==> src/rtl/zed64_vid_pkg.sv <==
// Shared video-fetch types and constants for the zed64 character display path.
package zed64_vid_pkg;

  localparam int unsigned ADDR_W = 16;
  localparam int unsigned DATA_W = 8;
  localparam int unsigned CELL_W = 8;

  localparam logic [ADDR_W-1:0] DEF_SCREEN_BASE = 16'h0100;
  localparam logic [ADDR_W-1:0] DEF_FONT_BASE   = 16'h0800;

  typedef enum logic [2:0] {
    ST_IDLE,
    ST_RD_CODE,
    ST_WT_CODE,
    ST_RD_FONT,
    ST_WT_FONT,
    ST_HOLD
  } fetch_state_e;

  // Screen-code address of a cell, wrapping at the chip-RAM address width.
  function automatic logic [ADDR_W-1:0] code_addr(input logic [ADDR_W-1:0] base,
                                                  input logic [ADDR_W-1:0] row,
                                                  input logic [ADDR_W-1:0] col,
                                                  input logic [ADDR_W-1:0] cols);
    return base + row * cols + col;
  endfunction

  // Font-byte address of one glyph line, wrapping at the chip-RAM address width.
  function automatic logic [ADDR_W-1:0] font_addr(input logic [ADDR_W-1:0] base,
                                                  input logic [ADDR_W-1:0] code,
                                                  input logic [ADDR_W-1:0] glyph_h,
                                                  input logic [ADDR_W-1:0] gline);
    return base + code * glyph_h + gline;
  endfunction

endpackage

==> src/rtl/glyph_shifter.sv <==
// Glyph row shifter with a one-deep holding register filled by the fetch FSM.
module glyph_shifter
  import zed64_vid_pkg::*;
(
  input  logic              clk_i,
  input  logic              rst_i,
  input  logic              clr_i,
  input  logic              wr_i,
  input  logic [CELL_W-1:0] wr_data_i,
  input  logic              load_i,
  input  logic              take_i,
  input  logic              shift_i,
  output logic              hold_valid_o,
  output logic              pix_c_o
);

  logic [CELL_W-1:0] shift_q, shift_d;
  logic [CELL_W-1:0] hold_q, hold_d;
  logic              hold_valid_q, hold_valid_d;
  logic [CELL_W-1:0] load_val_c;

  // Next shifter/holding state; a load also supplies the pixel of its own cycle.
  always_comb begin
    shift_d      = shift_q;
    hold_d       = hold_q;
    hold_valid_d = hold_valid_q;
    load_val_c   = take_i ? hold_q : '0;
    pix_c_o      = shift_q[CELL_W-1];
    if (load_i) begin
      pix_c_o = load_val_c[CELL_W-1];
      shift_d = shift_i ? {load_val_c[CELL_W-2:0], 1'b0} : load_val_c;
      if (take_i) hold_valid_d = 1'b0;
    end else if (shift_i) begin
      shift_d = {shift_q[CELL_W-2:0], 1'b0};
    end
    if (wr_i) begin
      hold_d       = wr_data_i;
      hold_valid_d = 1'b1;
    end
    if (clr_i) hold_valid_d = 1'b0;
  end

  // State registers.
  always_ff @(posedge clk_i or posedge rst_i) begin
    if (rst_i) begin
      shift_q      <= '0;
      hold_q       <= '0;
      hold_valid_q <= 1'b0;
    end else begin
      shift_q      <= shift_d;
      hold_q       <= hold_d;
      hold_valid_q <= hold_valid_d;
    end
  end

  assign hold_valid_o = hold_valid_q;

endmodule

==> src/rtl/text_glyph_fetch.sv <==
// Character-mode fetch: reads screen codes and font bytes, serialises glyph rows.
module text_glyph_fetch
  import zed64_vid_pkg::*;
#(
  parameter int unsigned       COLS        = 40,
  parameter int unsigned       ROWS        = 25,
  parameter logic [ADDR_W-1:0] SCREEN_BASE = DEF_SCREEN_BASE,
  parameter logic [ADDR_W-1:0] FONT_BASE   = DEF_FONT_BASE,
  parameter int unsigned       GLYPH_H     = 8
) (
  input  logic              pixclk,
  input  logic              reset,
  input  logic              frame_start,
  input  logic              hactive,
  input  logic              vactive,
  input  logic              line_start,
  output logic              mem_rd,
  output logic [ADDR_W-1:0] mem_addr,
  input  logic [DATA_W-1:0] mem_data,
  output logic              pix_out,
  output logic              pix_valid,
  output logic              underrun
);

  localparam int unsigned COL_W = $clog2(COLS);
  localparam int unsigned CNT_W = $clog2(COLS + 1);
  localparam int unsigned ROW_W = $clog2(ROWS + 1);
  localparam int unsigned GL_W  = $clog2(GLYPH_H);
  localparam int unsigned PH_W  = $clog2(CELL_W);
  localparam logic [PH_W-1:0] PH_LAST = PH_W'(CELL_W - 1);

  fetch_state_e      state_q, state_d;
  logic [COL_W-1:0]  col_q, col_d;
  logic [CNT_W-1:0]  cells_q, cells_d;
  logic [ROW_W-1:0]  row_q, row_d;
  logic [GL_W-1:0]   gline_q, gline_d;
  logic [PH_W-1:0]   phase_q, phase_d;
  logic [DATA_W-1:0] code_q, code_d;
  logic              hact_q;
  logic              armed_q, armed_d;
  logic              frame_ok_q, frame_ok_d;
  logic              underrun_q, underrun_d;
  logic              mem_rd_q, mem_rd_d;
  logic [ADDR_W-1:0] mem_addr_q, mem_addr_d;
  logic              pix_out_q, pix_out_d;
  logic              pix_valid_q, pix_valid_d;

  logic hold_valid_c, pix_c;
  logic hact_fall_c, load_c, line_ok_c, cell_left_c, take_c, starve_c;
  logic hold_wr_c, hold_clr_c;

  // Phase idles at its last value so the first active cycle is always a load.
  assign hact_fall_c = hact_q & ~hactive;
  assign load_c      = hactive & (phase_q == PH_LAST);
  assign line_ok_c   = line_start & ~hactive & vactive & (frame_ok_q | frame_start) &
                       (frame_start | (row_q < ROW_W'(ROWS)));
  assign cell_left_c = armed_q & (cells_q < CNT_W'(COLS));
  assign take_c      = load_c & cell_left_c & hold_valid_c;
  assign starve_c    = load_c & cell_left_c & ~hold_valid_c;

  // Fetch FSM, raster counters and registered outputs.
  always_comb begin
    state_d     = state_q;
    col_d       = col_q;
    cells_d     = cells_q;
    row_d       = row_q;
    gline_d     = gline_q;
    code_d      = code_q;
    armed_d     = armed_q;
    frame_ok_d  = frame_ok_q;
    underrun_d  = underrun_q;
    mem_rd_d    = 1'b0;
    mem_addr_d  = mem_addr_q;
    hold_wr_c   = 1'b0;
    hold_clr_c  = 1'b0;
    phase_d     = hactive ? phase_q + PH_W'(1) : PH_LAST;

    unique case (state_q)
      ST_IDLE: begin
        if (load_c && cell_left_c && (col_q < COL_W'(COLS - 1))) begin
          col_d   = col_q + COL_W'(1);
          state_d = ST_RD_CODE;
        end
      end
      ST_RD_CODE: state_d = ST_WT_CODE;
      ST_WT_CODE: begin
        code_d  = mem_data;
        state_d = ST_RD_FONT;
      end
      ST_RD_FONT: state_d = ST_WT_FONT;
      ST_WT_FONT: begin
        hold_wr_c = 1'b1;
        state_d   = ST_HOLD;
      end
      ST_HOLD: begin
        if (take_c) begin
          if (col_q < COL_W'(COLS - 1)) begin
            col_d   = col_q + COL_W'(1);
            state_d = ST_RD_CODE;
          end else begin
            state_d = ST_IDLE;
          end
        end
      end
      default: state_d = ST_IDLE;
    endcase

    if (load_c && cell_left_c) cells_d = cells_q + CNT_W'(1);
    if (hact_fall_c) armed_d = 1'b0;

    if (frame_start) begin
      row_d      = '0;
      gline_d    = '0;
      col_d      = '0;
      underrun_d = 1'b0;
      frame_ok_d = 1'b1;
      armed_d    = 1'b0;
    end else if (hact_fall_c && vactive) begin
      gline_d = gline_q + GL_W'(1);
      if ((gline_q == GL_W'(GLYPH_H - 1)) && (row_q < ROW_W'(ROWS))) row_d = row_q + ROW_W'(1);
    end

    if (starve_c || (line_start && hactive)) underrun_d = 1'b1;

    // An accepted line start always restarts the prefetch at column 0.
    if (line_ok_c) begin
      state_d    = ST_RD_CODE;
      col_d      = '0;
      cells_d    = '0;
      armed_d    = 1'b1;
      hold_clr_c = 1'b1;
    end

    if (state_d == ST_RD_CODE) begin
      mem_rd_d   = 1'b1;
      mem_addr_d = code_addr(SCREEN_BASE, ADDR_W'(row_d), ADDR_W'(col_d), ADDR_W'(COLS));
    end else if (state_d == ST_RD_FONT) begin
      mem_rd_d   = 1'b1;
      mem_addr_d = font_addr(FONT_BASE, ADDR_W'(code_d), ADDR_W'(GLYPH_H), ADDR_W'(gline_d));
    end

    pix_valid_d = hactive & vactive & frame_ok_q & (row_q < ROW_W'(ROWS));
    pix_out_d   = pix_valid_d & pix_c;
  end

  // State registers.
  always_ff @(posedge pixclk or posedge reset) begin
    if (reset) begin
      state_q     <= ST_IDLE;
      col_q       <= '0;
      cells_q     <= '0;
      row_q       <= '0;
      gline_q     <= '0;
      phase_q     <= PH_LAST;
      code_q      <= '0;
      hact_q      <= 1'b0;
      armed_q     <= 1'b0;
      frame_ok_q  <= 1'b0;
      underrun_q  <= 1'b0;
      mem_rd_q    <= 1'b0;
      mem_addr_q  <= '0;
      pix_out_q   <= 1'b0;
      pix_valid_q <= 1'b0;
    end else begin
      state_q     <= state_d;
      col_q       <= col_d;
      cells_q     <= cells_d;
      row_q       <= row_d;
      gline_q     <= gline_d;
      phase_q     <= phase_d;
      code_q      <= code_d;
      hact_q      <= hactive;
      armed_q     <= armed_d;
      frame_ok_q  <= frame_ok_d;
      underrun_q  <= underrun_d;
      mem_rd_q    <= mem_rd_d;
      mem_addr_q  <= mem_addr_d;
      pix_out_q   <= pix_out_d;
      pix_valid_q <= pix_valid_d;
    end
  end

  glyph_shifter u_shifter (
    .clk_i        (pixclk),
    .rst_i        (reset),
    .clr_i        (hold_clr_c),
    .wr_i         (hold_wr_c),
    .wr_data_i    (mem_data),
    .load_i       (load_c),
    .take_i       (take_c),
    .shift_i      (hactive),
    .hold_valid_o (hold_valid_c),
    .pix_c_o      (pix_c)
  );

  assign mem_rd    = mem_rd_q;
  assign mem_addr  = mem_addr_q;
  assign pix_out   = pix_out_q;
  assign pix_valid = pix_valid_q;
  assign underrun  = underrun_q;

endmodule

==> config.mk <==
export PLATFORM = sky130hd
export DESIGN_NAME = text_glyph_fetch
export DESIGN_NICKNAME = d
export VERILOG_FILES = /design/src/rtl/zed64_vid_pkg.sv /design/src/rtl/glyph_shifter.sv /design/src/rtl/text_glyph_fetch.sv
export SDC_FILE = /design/constraint.sdc
export NUM_CORES = 1
export LEC_CHECK = 0
export CAP_MARGIN = 20
export CORE_MARGIN = 1
export CORE_UTILIZATION = 52
export DETAILED_ROUTE_END_ITERATION = 8
export PLACE_DENSITY = 0.76
export SLEW_MARGIN = 40
export SYNTH_ARGS = -nofsm -noshare
export SYNTH_HDL_FRONTEND = slang
export SYNTH_SLANG_ARGS = --single-unit
==> constraint.sdc <==
create_clock -name pixclk -period 3.3 [get_ports pixclk]
set_input_delay 0.66 -clock pixclk [delete_from_list [all_inputs] [get_ports pixclk]]
set_output_delay 0.66 -clock pixclk [all_outputs]
set_load 0.02 [all_outputs]
# [Yosys cells after proc, flatten, opt, wreduce, memory -nomap -nowiden]
# Cells that the tools add are included.
[totals] register_bits=74 input_bits=14 output_inout_bits=20 wordCells=113
[op_classes] add_sub_neg=9 multipliers=1 n_lt_le_gt_ge=3 eq_ne=9 mux=40 bitwise_logic=18 n_reduce_logical=15
[ops] cell="$mux 6" n=7
[ops] cell="$mux 8" n=5
[ops] cell="$mux 16" n=2
[ops] cell="$mux 3" n=6
[ops] cell="$pmux 3 s6" n=1
[ops] cell="$mux 1" n=15
[ops] cell="$mux 5" n=3
[ops] cell="$add 13x3->14" n=1
[ops] cell="$and 1x1->1" n=14
[ops] cell="$add 12x11->13 const A" n=1
[ops] cell="$add 12x6->13" n=1
[ops] cell="$add 6x1->6 const B" n=2
[ops] cell="$add 9x11->12 const A" n=1
[ops] cell="$eq 3x3->1 const B" n=4
[ops] cell="$lt 6x6->1 const B" n=2
[ops] cell="$pmux 6 s2" n=1
[ops] cell="$eq 3x2->1 const B" n=3
[ops] cell="$reduce_bool 3->1" n=3
[ops] cell="$mul 5x3->8 const B" n=1
[ops] cell="$reduce_bool 2->1" n=4
[ops] cell="$add 3x1->3 const B" n=2
[ops] cell="$eq 3x1->1 const B" n=2
[ops] cell="$add 5x1->5 const B" n=1
[ops] cell="$logic_and 1x1->1" n=5
[ops] cell="6 further kinds" n=8

# [Depth between registers and ports, before layout]
# Gate-level depths: netlist of the first run.
[logic_depth] word_depth=10 mapped_depth=18 ltp_nobuf=17

# [Modules after synthesis]
# A second synthesis of the first run with hierarchy kept.
[hier_totals] cells_unflattened=354 area_unflattened_um2=3714.8
[modules_own_cells] module="text_glyph_fetch" instances=1 cells_per_inst=294 area_each_um2=2919.0 seq_area_each_um2=1330.0
[modules_own_cells] module="glyph_shifter" instances=1 cells_per_inst=60 area_each_um2=795.8 seq_area_each_um2=425.4

# [Worst setup path before layout of the first run]
# No wires, ideal clock.
[synth_path] kind="input to register" from="input port hactive" to="register mem_addr_q[9] (netlist: mem_addr[9])" setup_time_ns=0.125 arrival_time_ns=3.319 t_required_ns=3.175 slack_ns=-0.144 path_stages=14 n_path_buf=1 path_cell_list="buf_6 -> and4b_1 -> nand2_1 -> mux2i_1 -> or2_2 -> inv_1 -> ha_1 -> ha_1 -> fa_1 -> xnor2_1 -> xnor2_1 -> o21bai_4 -> xnor2_1 -> o21ai_1"
[synth_between] elab_chain_len=9 word_cells_on_any_way=34 classes_between="add/sub (3); mul (1); eq/ne (2); mux (15); bitwise (9); reduce/logical (4)"
[synth_rtl] element="from (decl)" line="text_glyph_fetch.sv:14" rtl="input logic hactive,"
[synth_rtl] element="$not 1->1" line="text_glyph_fetch.sv:53" rtl="assign hact_fall_c = hact_q & ~hactive;"
[synth_rtl] element="$and 1x1->1" line="text_glyph_fetch.sv:53"
[synth_rtl] element="$logic_and 1x1->1" line="text_glyph_fetch.sv:118" rtl="end else if (hact_fall_c && vactive) begin"
[synth_rtl] element="$mux 5" line="text_glyph_fetch.sv:118"
[synth_rtl] element="$mux 5" line="text_glyph_fetch.sv:111" rtl="if (frame_start) begin"
[synth_rtl] element="named net row_d[1]" line="text_glyph_fetch.sv:35" rtl="logic [ROW_W-1:0] row_q, row_d;"
[synth_rtl] element="$mul 5x3->8" line="zed64_vid_pkg.sv:25" rtl="return base + row * cols + col;"
[synth_rtl] element="$add 9x11->12" line="zed64_vid_pkg.sv:25"
[synth_rtl] element="$add 12x6->13" line="zed64_vid_pkg.sv:25"
[synth_rtl] element="$mux 16" line="text_glyph_fetch.sv:134" rtl="if (state_d == ST_RD_CODE) begin"
[synth_rtl] element="to (signal assigned)" line="text_glyph_fetch.sv:177" rtl="mem_addr_q <= mem_addr_d;"
[synth_rtl] element="to (decl)" line="text_glyph_fetch.sv:44" rtl="logic [ADDR_W-1:0] mem_addr_q, mem_addr_d;"
# The timed path passes the listed nets, and every way through them passes these cells. The select of a mux whose other input is x is not followed.
# A chain may end at the register's enable or synchronous reset.

# [Worst setup path after layout of the first run]
[layout_path] from="register gline_q[1]" to="register mem_addr_q[9] (netlist: mem_addr[9])"
[layout_between] elab_chain_len=9 word_cells_on_any_way=14 classes_between="add/sub (4); mul (1); eq/ne (1); mux (7); reduce/logical (1)"
[layout_rtl] element="from (decl)" line="text_glyph_fetch.sv:36" rtl="logic [GL_W-1:0] gline_q, gline_d;"
[layout_rtl] element="from (signal assigned)" line="text_glyph_fetch.sv:169" rtl="gline_q <= gline_d;"
[layout_rtl] element="$eq 3x3->1" line="text_glyph_fetch.sv:120" rtl="if ((gline_q == GL_W'(GLYPH_H - 1)) && (row_q < ROW_W'(ROWS))) row_d = row_q + ROW_W'(1);"
[layout_rtl] element="$logic_and 1x1->1" line="text_glyph_fetch.sv:120"
[layout_rtl] element="$mux 5" line="text_glyph_fetch.sv:120"
[layout_rtl] element="$mux 5" line="text_glyph_fetch.sv:118"
[layout_rtl] element="$mux 5" line="text_glyph_fetch.sv:111"
[layout_rtl] element="named net row_d[1]" line="text_glyph_fetch.sv:35"
[layout_rtl] element="$mul 5x3->8" line="zed64_vid_pkg.sv:25"
[layout_rtl] element="$add 9x11->12" line="zed64_vid_pkg.sv:25"
[layout_rtl] element="$add 12x6->13" line="zed64_vid_pkg.sv:25"
[layout_rtl] element="$mux 16" line="text_glyph_fetch.sv:134"
# The timed path passes the listed nets, and every way through them passes these cells. The select of a mux whose other input is x is not followed.

==> results of run 1 <==
[cells by family (layout without fill, tap and decap cells)]
logic type               Yosys count  count (layout)  share of synthesized area
flip-flops                        70              70                      0.483
XOR/XNOR                          21              21                     0.0569
multiplexers                      20              20                     0.0606
adder cells (fa/ha/maj)           18              18                     0.0662
buffers and inverters             33              98                     0.0413
other                              1               4                    0.00103
AND/OR/NAND/NOR                  113             113                      0.151
AO/OA/AOI/OAI                     74              74                      0.139
[worst max path at each step]
stage,startpoint,to,slack [ns],cells past startpoint
after CTS,gline_q[0],mem_addr[9],0.04,14
final,gline_q[1],mem_addr[9],0.07,15
after detailed placement,vactive,mem_addr[11],-0.55,14
after global routing,gline_q[1],mem_addr[9],-0.05,15
after floorplan,hactive,mem_addr[9],0.02,14
after global placement,vactive,mem_addr[9],-0.46,14
[power breakdown]
part / switching, µW / internal (µW)
clock: 317 / 348
sequential: 134 / 1080
combinational: 578 / 465
[sequential cells by signal, summed over array words and instances (netlist names), 5 cells and up]
signal and flops:
mem_addr 12, code_q 8, u_shifter.hold_q 8, u_shifter.shift_q 8
cells_q 6, col_q 6, row_q 5
[cells in the final DEF, fill, tap and decap left out, types with 3 or more instances in the layout]
cell type and n:
dfrtp_1 67, buf_4 36, nor2_1 34, nand2_1 30, clkdlybuf4s50_1 27, a21oi_1 25, mux2_2 16, inv_1 14
nand3_1 11, xor2_1 10, ha_1 10, clkbuf_8 9, xnor2_1 7, o21ai_0 6, o21ai_1 6, a31oi_1 6
nor2b_1 5, nor3_1 4, mux2i_1 4, ha_4 4, conb_1 4, nand2b_1 3, nand4_1 3, a21oi_4 3
xnor2_2 3, and3_1 3, o211ai_1 3, and2_1 3, o221ai_1 3, clkinv_2 3, dfstp_2 3
[timing repair]
item	CTS	global route
buffers inserted	0	3
pin swaps	2	17
endpoints found under the setup margin	5	6
gates resized for setup	10	21
[cell type report]
cell class / instances / area [µm²]
Clock buffer: 10 / 128
Clock inverter: 6 / 61.3
Fill cell: 523 / 2190
Inverter: 16 / 62.6
Multi-Input combinational cell: 250 / 1880
Sequential cell: 70 / 1760
Tap cell: 80 / 100
Timing Repair Buffer: 66 / 578
[worst register-to-register path: stages, from the launching register on]
cell	delay [ns]
dfrtp_1	0.40
ha_4	0.17
ha_4	0.12
and4b_2	0.27
nand2_2	0.08
mux2i_1	0.14
or2_4	0.27
inv_4	0.07
ha_4	0.20
ha_4	0.17
fa_2	0.57
nand2_1	0.13
buf_4	0.18
o21bai_4	0.14
xnor2_1	0.13
o21ai_1	0.08
[metrics by stage]
stage           util  instance area [µm²]  std cells
6_report       0.675                 4560        498
5_1_grt        0.675                 4560        498
4_1_cts        0.657                 4440        495
3_5_place_dp   0.625                 4220        479
3_3_place_gp   0.625                 4220        479
2_1_floorplan      -                 3650        353
[metal layers]
metal | wire length, µm | track usage | vias up
met5 | 0 | 0 | -
met4 | 176 | 0.0985 | 0
met3 | 380 | 0.0289 | 16
met2 | 3960 | 0.399 | 58
met1 | 3570 | 0.321 | 1357
li1 | - | - | 1338
==> summary.txt, run 1 <==
DRC Markers - 0
crit path capture type - flop
ys flop type - dfrtp_1
sequential-to-total area share from yosys stat - 0.483
clock slew at the register clock pins of the worst setup and hold paths - 0.07 ns
R2R Setup Slk - 0.07 ns
first drt pass iteration count - 4
most frequent cell after synthesis - dfrtp_1
Final Hold Viols - 0
EDFF count, synth - 0
Post-layout nets - 445
critical path's slowest cell - fa_2
mapped cell area - 3630 µm²
root buf cell - clkbuf_8
Total GRT Usage - 0.239
VDD IR max - 0.466 mV
Syn Inst Count - 350
worst r2r src - gline_q[1]
gpl congestion - 0.946
Detail Placement HPWL - 5.76 mm
CORE AREA - 6760 µm²
final setup fails - 0
initial drt markers - 142
crit path DAT - 3.45 ns
global route overflow - 0
Wirelength per Cell - 16.2 µm
hold_sp - phase_q[0]
worst reg2reg path endpoint - mem_addr[9]
clk_skew - 0.00624 ns
Hold Path Depth - 1
cts hold-fix bufs - 0
Final ANT Viol Nets - 0
FF+latch count, synth - 70
Setup WS post-layout - 0.0707 ns
setup tns final - 0 ns
Max Cap Viol - 0
Peak Freq - 310 MHz
hold crit path type - flop to flop
status - finished, final reports clean
hold_ws - 0.460 ns
top-level I/O count - 34
headroom to the max-slew limit - 0.431
Worst Tran Pin Value - 0.850 ns
TritonCTS Buffers - 9
fraction of layout cells with a size suffix above 1 - 0.256
Yosys cell types - 52
Chip Height - 85.6 µm
critical path class - flop to flop
Critical Path Max Stage Delay - 0.57 ns
crit path max fanout - 4
CP top delay family - adder cells
P&R area growth vs syn - 25.7%
largest net degree at the start of global routing - 38
IO Port Bufs - 29
R2R cell count - 15
Req. time, crit path - 3.52 ns
Initial Utilization - 0.537
largest area contributor in the netlist - dfrtp_1
Post-Place Worst Slack - -0.552 ns
commonest cells in the netlist - dfrtp_1, nor2_1, nand2_1, a21oi_1
DIE AREA - 7320 µm²
power per cell area - 641 nW/µm²
ANT cells - 0
fin. max-slew vios - 0
initial antenna violation count - 0
final worst-path cycle share - 0.979
Synth area leaders - dfrtp_1, ha_1, mux2_2
Worst-Skew Late Latency - 0.34 ns
Longest Clk Path Bufs - 2
syn avg cell area - 10.4 µm²
Final min period - 3.23 ns
WP buf/inv - 2
vias in the first global route - 2,803
htree depth - 3
CP Launch Type - flop
CTS tree - done
CP cell instances - ha_4 -> ha_4 -> and4b_2 -> nand2_2 -> mux2i_1 -> or2_4 -> inv_4 -> ha_4 -> ha_4 -> fa_2 -> nand2_1 -> buf_4 -> o21bai_4 -> xnor2_1 -> o21ai_1
top cell type's share of synthesized area - 0.462
# clock sinks - 70
total wire length - 8.08 mm
Core Rows - 30
asr flop ratio synth - 1.00
Pwr Total - 2930 µW
Synth Warn # - 0
P_leak - 0.00209 µW
routed vias/inst - 5.56
die span in x - 85.6 µm
Worst Hold Endpoint - phase_q[0]
CP most frequent cell - ha_4
first-pass GRT wire length - 13.3 mm
via count of the routed design - 2,769
(Power assumes the default switching activity.)
==> run 2: changes to the inputs <==
--- a/config.mk
+++ b/config.mk
@@ -7,9 +7,9 @@
 export LEC_CHECK = 0
 export CAP_MARGIN = 20
 export CORE_MARGIN = 1
-export CORE_UTILIZATION = 52
+export CORE_UTILIZATION = 55
 export DETAILED_ROUTE_END_ITERATION = 8
-export PLACE_DENSITY = 0.76
+export PLACE_DENSITY_LB_ADDON = 0.3
 export SLEW_MARGIN = 40
 export SYNTH_ARGS = -nofsm -noshare
 export SYNTH_HDL_FRONTEND = slang
==> constraint.sdc (replaced) <==
create_clock -name pixclk -period 3.06 [get_ports pixclk]
set_input_delay 0.612 -clock pixclk [delete_from_list [all_inputs] [get_ports pixclk]]
set_output_delay 0.612 -clock pixclk [all_outputs]
set_load 0.02 [all_outputs]
==> summary.txt, run 2 (synthesis gave the netlist of run 1 again) <==
status - complete, but fails checks
failing checks - setup timing
Chip Height - 83.3 µm (-2.7%)
final setup fails - 5 (+5)
CP Launch Type - flop
commonest non-fill, non-tap cells in the layout - dfrtp_1, buf_4, nor2_1
Worst-Skew Late Latency - 0.34 ns (about the same)
die span in x - 83.3 µm (-2.7%)
placed cell count - 486 (+1.5%)
total wire length - 8.53 mm (+5.5%)
Total GRT Usage - 0.261 (+0.0215)
htree depth - 3 (unchanged)
vias in the first global route - 2,878 (+2.7%)
dpl cell area - 4340 µm² (+2.9%)
global route overflow - 0 (unchanged)
headroom to the max-slew limit - 0.487 (+0.0561)
worst reg2reg path endpoint - mem_addr[10]
VDD IR max - 0.532 mV (+14%)
gpl congestion - 0.936 (-1.0%)
Core Rows - 29 (-3.3%)
hold_sp - frame_ok_q
CORE AREA - 6350 µm² (-6.0%)
crit path capture type - flop
crit path max fanout - 4 (unchanged)
Worst Hold Endpoint - frame_ok_q
fin. max-slew vios - 0 (unchanged)
Worst Tran Pin Value - 0.767 ns (-0.0838 ns)
Final min period - 3.23 ns (+0.00398 ns)
power per cell area - 671 nW/µm² (+4.7%)
via count of the routed design - 2,861 (+3.3%)
root buf cell - clkbuf_8
largest net degree at the start of global routing - 39 (+2.6%)
Final Hold Viols - 0 (unchanged)
commonest non-fill, non-tap cell in the layout - dfrtp_1
R2R cell count - 15 (unchanged)
P_leak - 0.00215 µW (+3.3%)
Post-layout nets - 461 (+3.6%)
first-pass GRT wire length - 14.0 mm (+4.8%)
Final Non-Filler Cells - 511 (+2.6%)
ANT cells - 0 (unchanged)
fraction of layout cells with a size suffix above 1 - 0.320 (+0.0643)
Detail Placement HPWL - 6.14 mm (+6.5%)
Wirelength per Cell - 16.7 µm (+2.9%)
Hold Path Depth - 1 (unchanged)
P&R area growth vs syn - 31.4%
R2R Setup Slk - -0.17 ns (-0.24 ns)
routed vias/inst - 5.60 (+0.69%)
Pwr Total - 3200 µW (+9.5%)
Peak Freq - 309 MHz (-0.12%)
Max Cap Viol - 0 (unchanged)
cts hold-fix bufs - 0 (unchanged)
initial drt markers - 181 (+27%)
RSZ-0062 raised after global routing - yes
initial antenna violation count - 0 (unchanged)
top-level I/O count - 34 (unchanged)
first drt pass iteration count - 4 (unchanged)
Req. time, crit path - 3.27 ns (-0.25 ns)
DRC Markers - 0 (unchanged)
DIE AREA - 6930 µm² (-5.3%)
CTS tree - done
Final Cell Area - 4770 µm² (+4.6%)
TritonCTS Buffers - 9 (unchanged)
Setup WS post-layout - -0.173 ns (-0.244 ns)
crit path DAT - 3.44 ns (about the same)
# clock sinks - 70 (unchanged)
Longest Clk Path Bufs - 2 (unchanged)
fin util - 0.752 (+0.0762)
Initial Utilization - 0.572 (+0.0344)
Final ANT Viol Nets - 0 (unchanged)
IO Port Bufs - 29 (unchanged)
final worst-path cycle share - 1.06 (+0.0781)
Largest register FFs - 12 (unchanged)
critical path class - flop to flop
clock slew at the register clock pins of the worst setup and hold paths - 0.07 ns (about the same)
hold crit path type - flop to flop
worst r2r src - gline_q[1]
clk_skew - 0.00799 ns (+0.00175 ns)
[run 2: cell count changes in the layout (fill, tap and decap cells not counted), moves of 3 or more]
| cell | previous run | this run |
|---|---|---|
| buf_4 | 36 | 53 |
| ha_4 | 4 | 9 |
| ha_1 | 10 | 6 |
| o21ai_0 | 6 | 2 |
| inv_1 | 14 | 11 |
| o21ai_2 | 0 | 3 |
[run 2: area by class of cell]
cell class / count / area (µm²)
multi-input combinational: 250 / 1980
clock inverter: 4 / 47.5
clock buffer: 12 / 145
inverter: 16 / 65.1
sequential: 70 / 1760
timing repair buffer: 82 / 686
tap: 77 / 96.3
fill: 422 / 1580
[run 2: worst max-delay path, cell delays in order (launching register included)]
cell       delay [ns]
dfrtp_1          0.36
ha_2             0.20
ha_4             0.16
and4b_2          0.29
nand2_2          0.09
mux2i_1          0.15
or2_4            0.25
inv_4            0.06
ha_4             0.19
ha_4             0.16
fa_2             0.36
xnor2_2          0.16
xnor2_2          0.18
buf_4            0.16
o2111ai_2        0.21
o211ai_1         0.12
[run 2: what timing repair did]
item / CTS / global route
endpoints found under the setup margin: 6 / 7
pin swaps: 19 / 22
resized for setup: 20 / 23
setup buffers: 5 / 4
[run 2: through the flow]
step	setup TNS (ns)	setup WS, ns	hold slack, ns
3_5_place_dp	-3.68	-0.631	0.442
2_1_floorplan	-0.177	-0.0828	0.432
5_1_grt	-1.14	-0.267	0.487
6_report	-0.526	-0.173	0.475
3_3_place_gp	-3.12	-0.536	0.440
4_1_cts	-0.335	-0.0905	0.477
[run 2: power breakdown]
part	leakage, µW	switching (µW)	internal [µW]	total, µW
Combinational	0.00117	630	526	1160
Clock	0.0000964	330	396	727
Sequential	0.000885	150	1170	1320
Total	0.00215	1110	2090	3200
[run 2: worst max path at each step]
stage,cells after the start,slack (ns),end,startpoint
after floorplan,14,-0.08,mem_addr[9],hactive
after global placement,14,-0.54,mem_addr[9],vactive
after detailed placement,13,-0.63,mem_addr[10],vactive
after CTS,15,-0.09,mem_addr[9],gline_q[1]
after global routing,13,-0.27,mem_addr[9],gline_q[1]
final,15,-0.17,mem_addr[10],gline_q[1]
[run 2: routing by layer]
| layer | vias to the layer above | wire (µm) | GRT usage |
|---|---|---|---|
| li1 | 1369 | - | - |
| met3 | 14 | 466 | 0.0467 |
| met4 | 0 | 180 | 0.114 |
| met2 | 81 | 4310 | 0.429 |
| met5 | - | 0 | 0 |
| met1 | 1397 | 3580 | 0.339 |
==> run 3: changes to the inputs <==
--- a/config.mk
+++ b/config.mk
@@ -6,7 +6,7 @@
 export NUM_CORES = 1
 export LEC_CHECK = 0
 export CAP_MARGIN = 20
-export CORE_MARGIN = 1
+export CORE_MARGIN = 2
 export CORE_UTILIZATION = 55
 export DETAILED_ROUTE_END_ITERATION = 8
 export PLACE_DENSITY_LB_ADDON = 0.3
@@ -14,3 +14,4 @@
 export SYNTH_ARGS = -nofsm -noshare
 export SYNTH_HDL_FRONTEND = slang
 export SYNTH_SLANG_ARGS = --single-unit
+export TNS_END_PERCENT = 30
==> summary.txt, run 3 (synthesis gave the netlist of run 1 again) <==
status - complete, but fails checks
failing checks - setup timing
Longest Clk Path Bufs - 2 (unchanged)
clk_skew - 0.00994 ns (+0.00195 ns)
metal3 WL - 314 µm (-33%)
initial drt markers - 195 (+7.7%)
fin. max-slew vios - 0 (unchanged)
CTS tree - done
CP cell instances - ha_2 -> ha_4 -> and4b_2 -> buf_4 -> a41oi_2 -> or2_4 -> inv_2 -> ha_4 -> ha_1 -> a21oi_1 -> o21ai_1 -> a211oi_2 -> xnor2_2 -> o21a_1 -> o211ai_1
TritonCTS Buffers - 9 (unchanged)
CP most frequent cell - ha_4
routed vias/inst - 5.69 (+1.6%)
Wirelength per Cell - 16.2 µm (-2.6%)
root buf cell - clkbuf_8
Core Rows - 29 (unchanged)
Req. time, crit path - 3.26 ns (about the same)
fraction of layout cells with a size suffix above 1 - 0.296 (-0.0238)
P_leak - 0.00213 µW (-1.3%)
Worst-Skew Late Latency - 0.34 ns (about the same)
Max Used Layer - met4
VDD IR max - 0.556 mV (+4.6%)
htree depth - 3 (unchanged)
Net Switching - 1130 µW (+1.4%)
Peak Freq - 319 MHz (+3.2%)
headroom to the max-slew limit - 0.622 (+0.135)
vias in the first global route - 2,842 (-1.3%)
Routed met2 length - 4.09 mm (-4.9%)
power per cell area - 705 nW/µm² (+5.0%)
final worst-path cycle share - 1.02 (-0.0328)
Pint - 2190 µW (+4.7%)
Total GRT Usage - 0.239 (-0.0215)
Chip Height - 85.3 µm (+2.4%)
DIE AREA - 7270 µm² (+4.9%)
first-pass GRT wire length - 13.3 mm (-4.7%)
RSZ-0062 raised after global routing - yes
switching share of power - 0.339 (-0.00730)
CORE AREA - 6350 µm² (unchanged)
total wire length - 8.16 mm (-4.4%)
initial antenna violation count - 0 (unchanged)
P&R area growth vs syn - 29.6%
die span in x - 85.3 µm (+2.4%)
global route overflow - 0 (unchanged)
DRC Markers - 0 (unchanged)
CP Launch Type - flop
Critical Path Max Stage Delay - 0.39 ns (+0.03 ns)
Final min period - 3.13 ns (-0.100 ns)
via count of the routed design - 2,855 (-0.21%)
Hold Path Depth - 1 (unchanged)
crit path DAT - 3.33 ns (-0.11 ns)
critical path's slowest cell - dfrtp_1
hold crit path type - flop to flop
R2R cell count - 15 (unchanged)
final setup fails - 4 (-1)
sequential cell area - 1760 µm² (unchanged)
Detail Placement HPWL - 5.86 mm (-4.5%)
top-level I/O count - 34 (unchanged)
Logic pwr share - 0.347 (-0.014)
Final Hold Viols - 0 (unchanged)
largest net degree at the start of global routing - 46 (+18%)
hold_ws - 0.474 ns (-0.000843 ns)
fill cell total of the finished layout - 429 (+1.7%)
Setup WS post-layout - -0.0729 ns (+0.100 ns)
Post-layout nets - 452 (-2.0%)
Max Cap Viol - 0 (unchanged)
area occupied by multi-input gates - 1930 µm² (-2.5%)
wl on met1 - 3.63 mm (+1.4%)
commonest non-fill, non-tap cells in the layout - dfrtp_1, buf_4, nor2_1
placed cell count - 483 (-0.62%)
gpl congestion - 0.847 (-9.5%)
crit path max fanout - 4 (unchanged)
IO Port Bufs - 29 (unchanged)
cts hold-fix bufs - 0 (unchanged)
Final Non-Filler Cells - 502 (-1.8%)
Initial Utilization - 0.572 (unchanged)
Final ANT Viol Nets - 0 (unchanged)
clock slew at the register clock pins of the worst setup and hold paths - 0.08 ns (about the same)
# clock sinks - 70 (unchanged)
ANT cells - 0 (unchanged)
sequential power share - 0.397 (-0.015)
first drt pass iteration count - 4 (unchanged)
critical path class - flop to flop
Worst Tran Pin Value - 0.565 ns (-0.201 ns)
commonest non-fill, non-tap cell in the layout - dfrtp_1
Largest register FFs - 12 (unchanged)
power share of the clock group - 0.256 (+0.029)
crit path capture type - flop
==> run 3: cell count changes in the layout (fill, tap and decap cells not counted), sizes merged <==
cell    delta
bufinv     +1
clkbuf     -1
buf        -9
==> run 3: per-layer routing <==
metal	vias to the layer above	GRT usage
met5	-	0
met4	0	0.0866
met3	10	0.0447
met2	77	0.404
met1	1426	0.309
li1	1342	-
==> run 3: power by group through the flow <==
stage	registers (µW)	logic (µW)	clock network (µW)
final	1320	1150	849
after global routing	1340	1250	906
after CTS	1320	1140	862
after detailed placement	1330	1110	0
after global placement	1310	1090	0
after floorplan	1370	658	0
==> run 3: final cells by class <==
cell class	count	area share
multi-input cells	250	0.410
flip-flops and latches	70	0.373
repair buffers	73	0.134
clock buffers	11	0.0322
well taps	77	0.0205
inverters	16	0.0133
clock inverters	5	0.0173
==> run 3: critical path: cells and delay by family (launching register included) <==
kind	cells	cell delay (ns)
AOI/OAI and AO/OA	6	1.02
xor gates and xnor gates	1	0.19
adders and majority gates	4	0.79
buffers and inverters	2	0.19
DFF	1	0.39
and+or+nand+nor	2	0.40
==> run 3: metrics by stage <==
step	cell area (µm²)	setup TNS (ns)	utilization	setup slack, ns	total power (µW)
floorplan	3700	-0.382	-	-0.0831	2030
global placement	4320	-3.13	0.680	-0.542	2400
detailed placement	4320	-3.76	0.680	-0.620	2440
CTS	4680	-0.0645	0.737	-0.0362	3320
global route	4700	-0.806	0.741	-0.181	3500
finish	4700	-0.194	0.741	-0.0729	3320
==> run 3: worst paths after layout <==
kind / slack (ns) / endpoint / from
worst max-delay path: -0.07 / mem_addr[10] / gline_q[0]
worst min-delay path: 0.47 / frame_ok_q / frame_ok_q
worst max register to register: -0.07 / mem_addr[10] / gline_q[0]
worst min register to register: 0.47 / frame_ok_q / frame_ok_q
max in group asynchronous: 1.75 / phase_q[0] / reset
min in group asynchronous: 0.64 / pix_valid / reset
==> run 3: timing repair <==
action / in CTS / in global routing
setup buffers: 2 / 1
pin swaps: 21 / 9
resized for setup: 30 / 4
setup endpoints to repair: 6 / 6
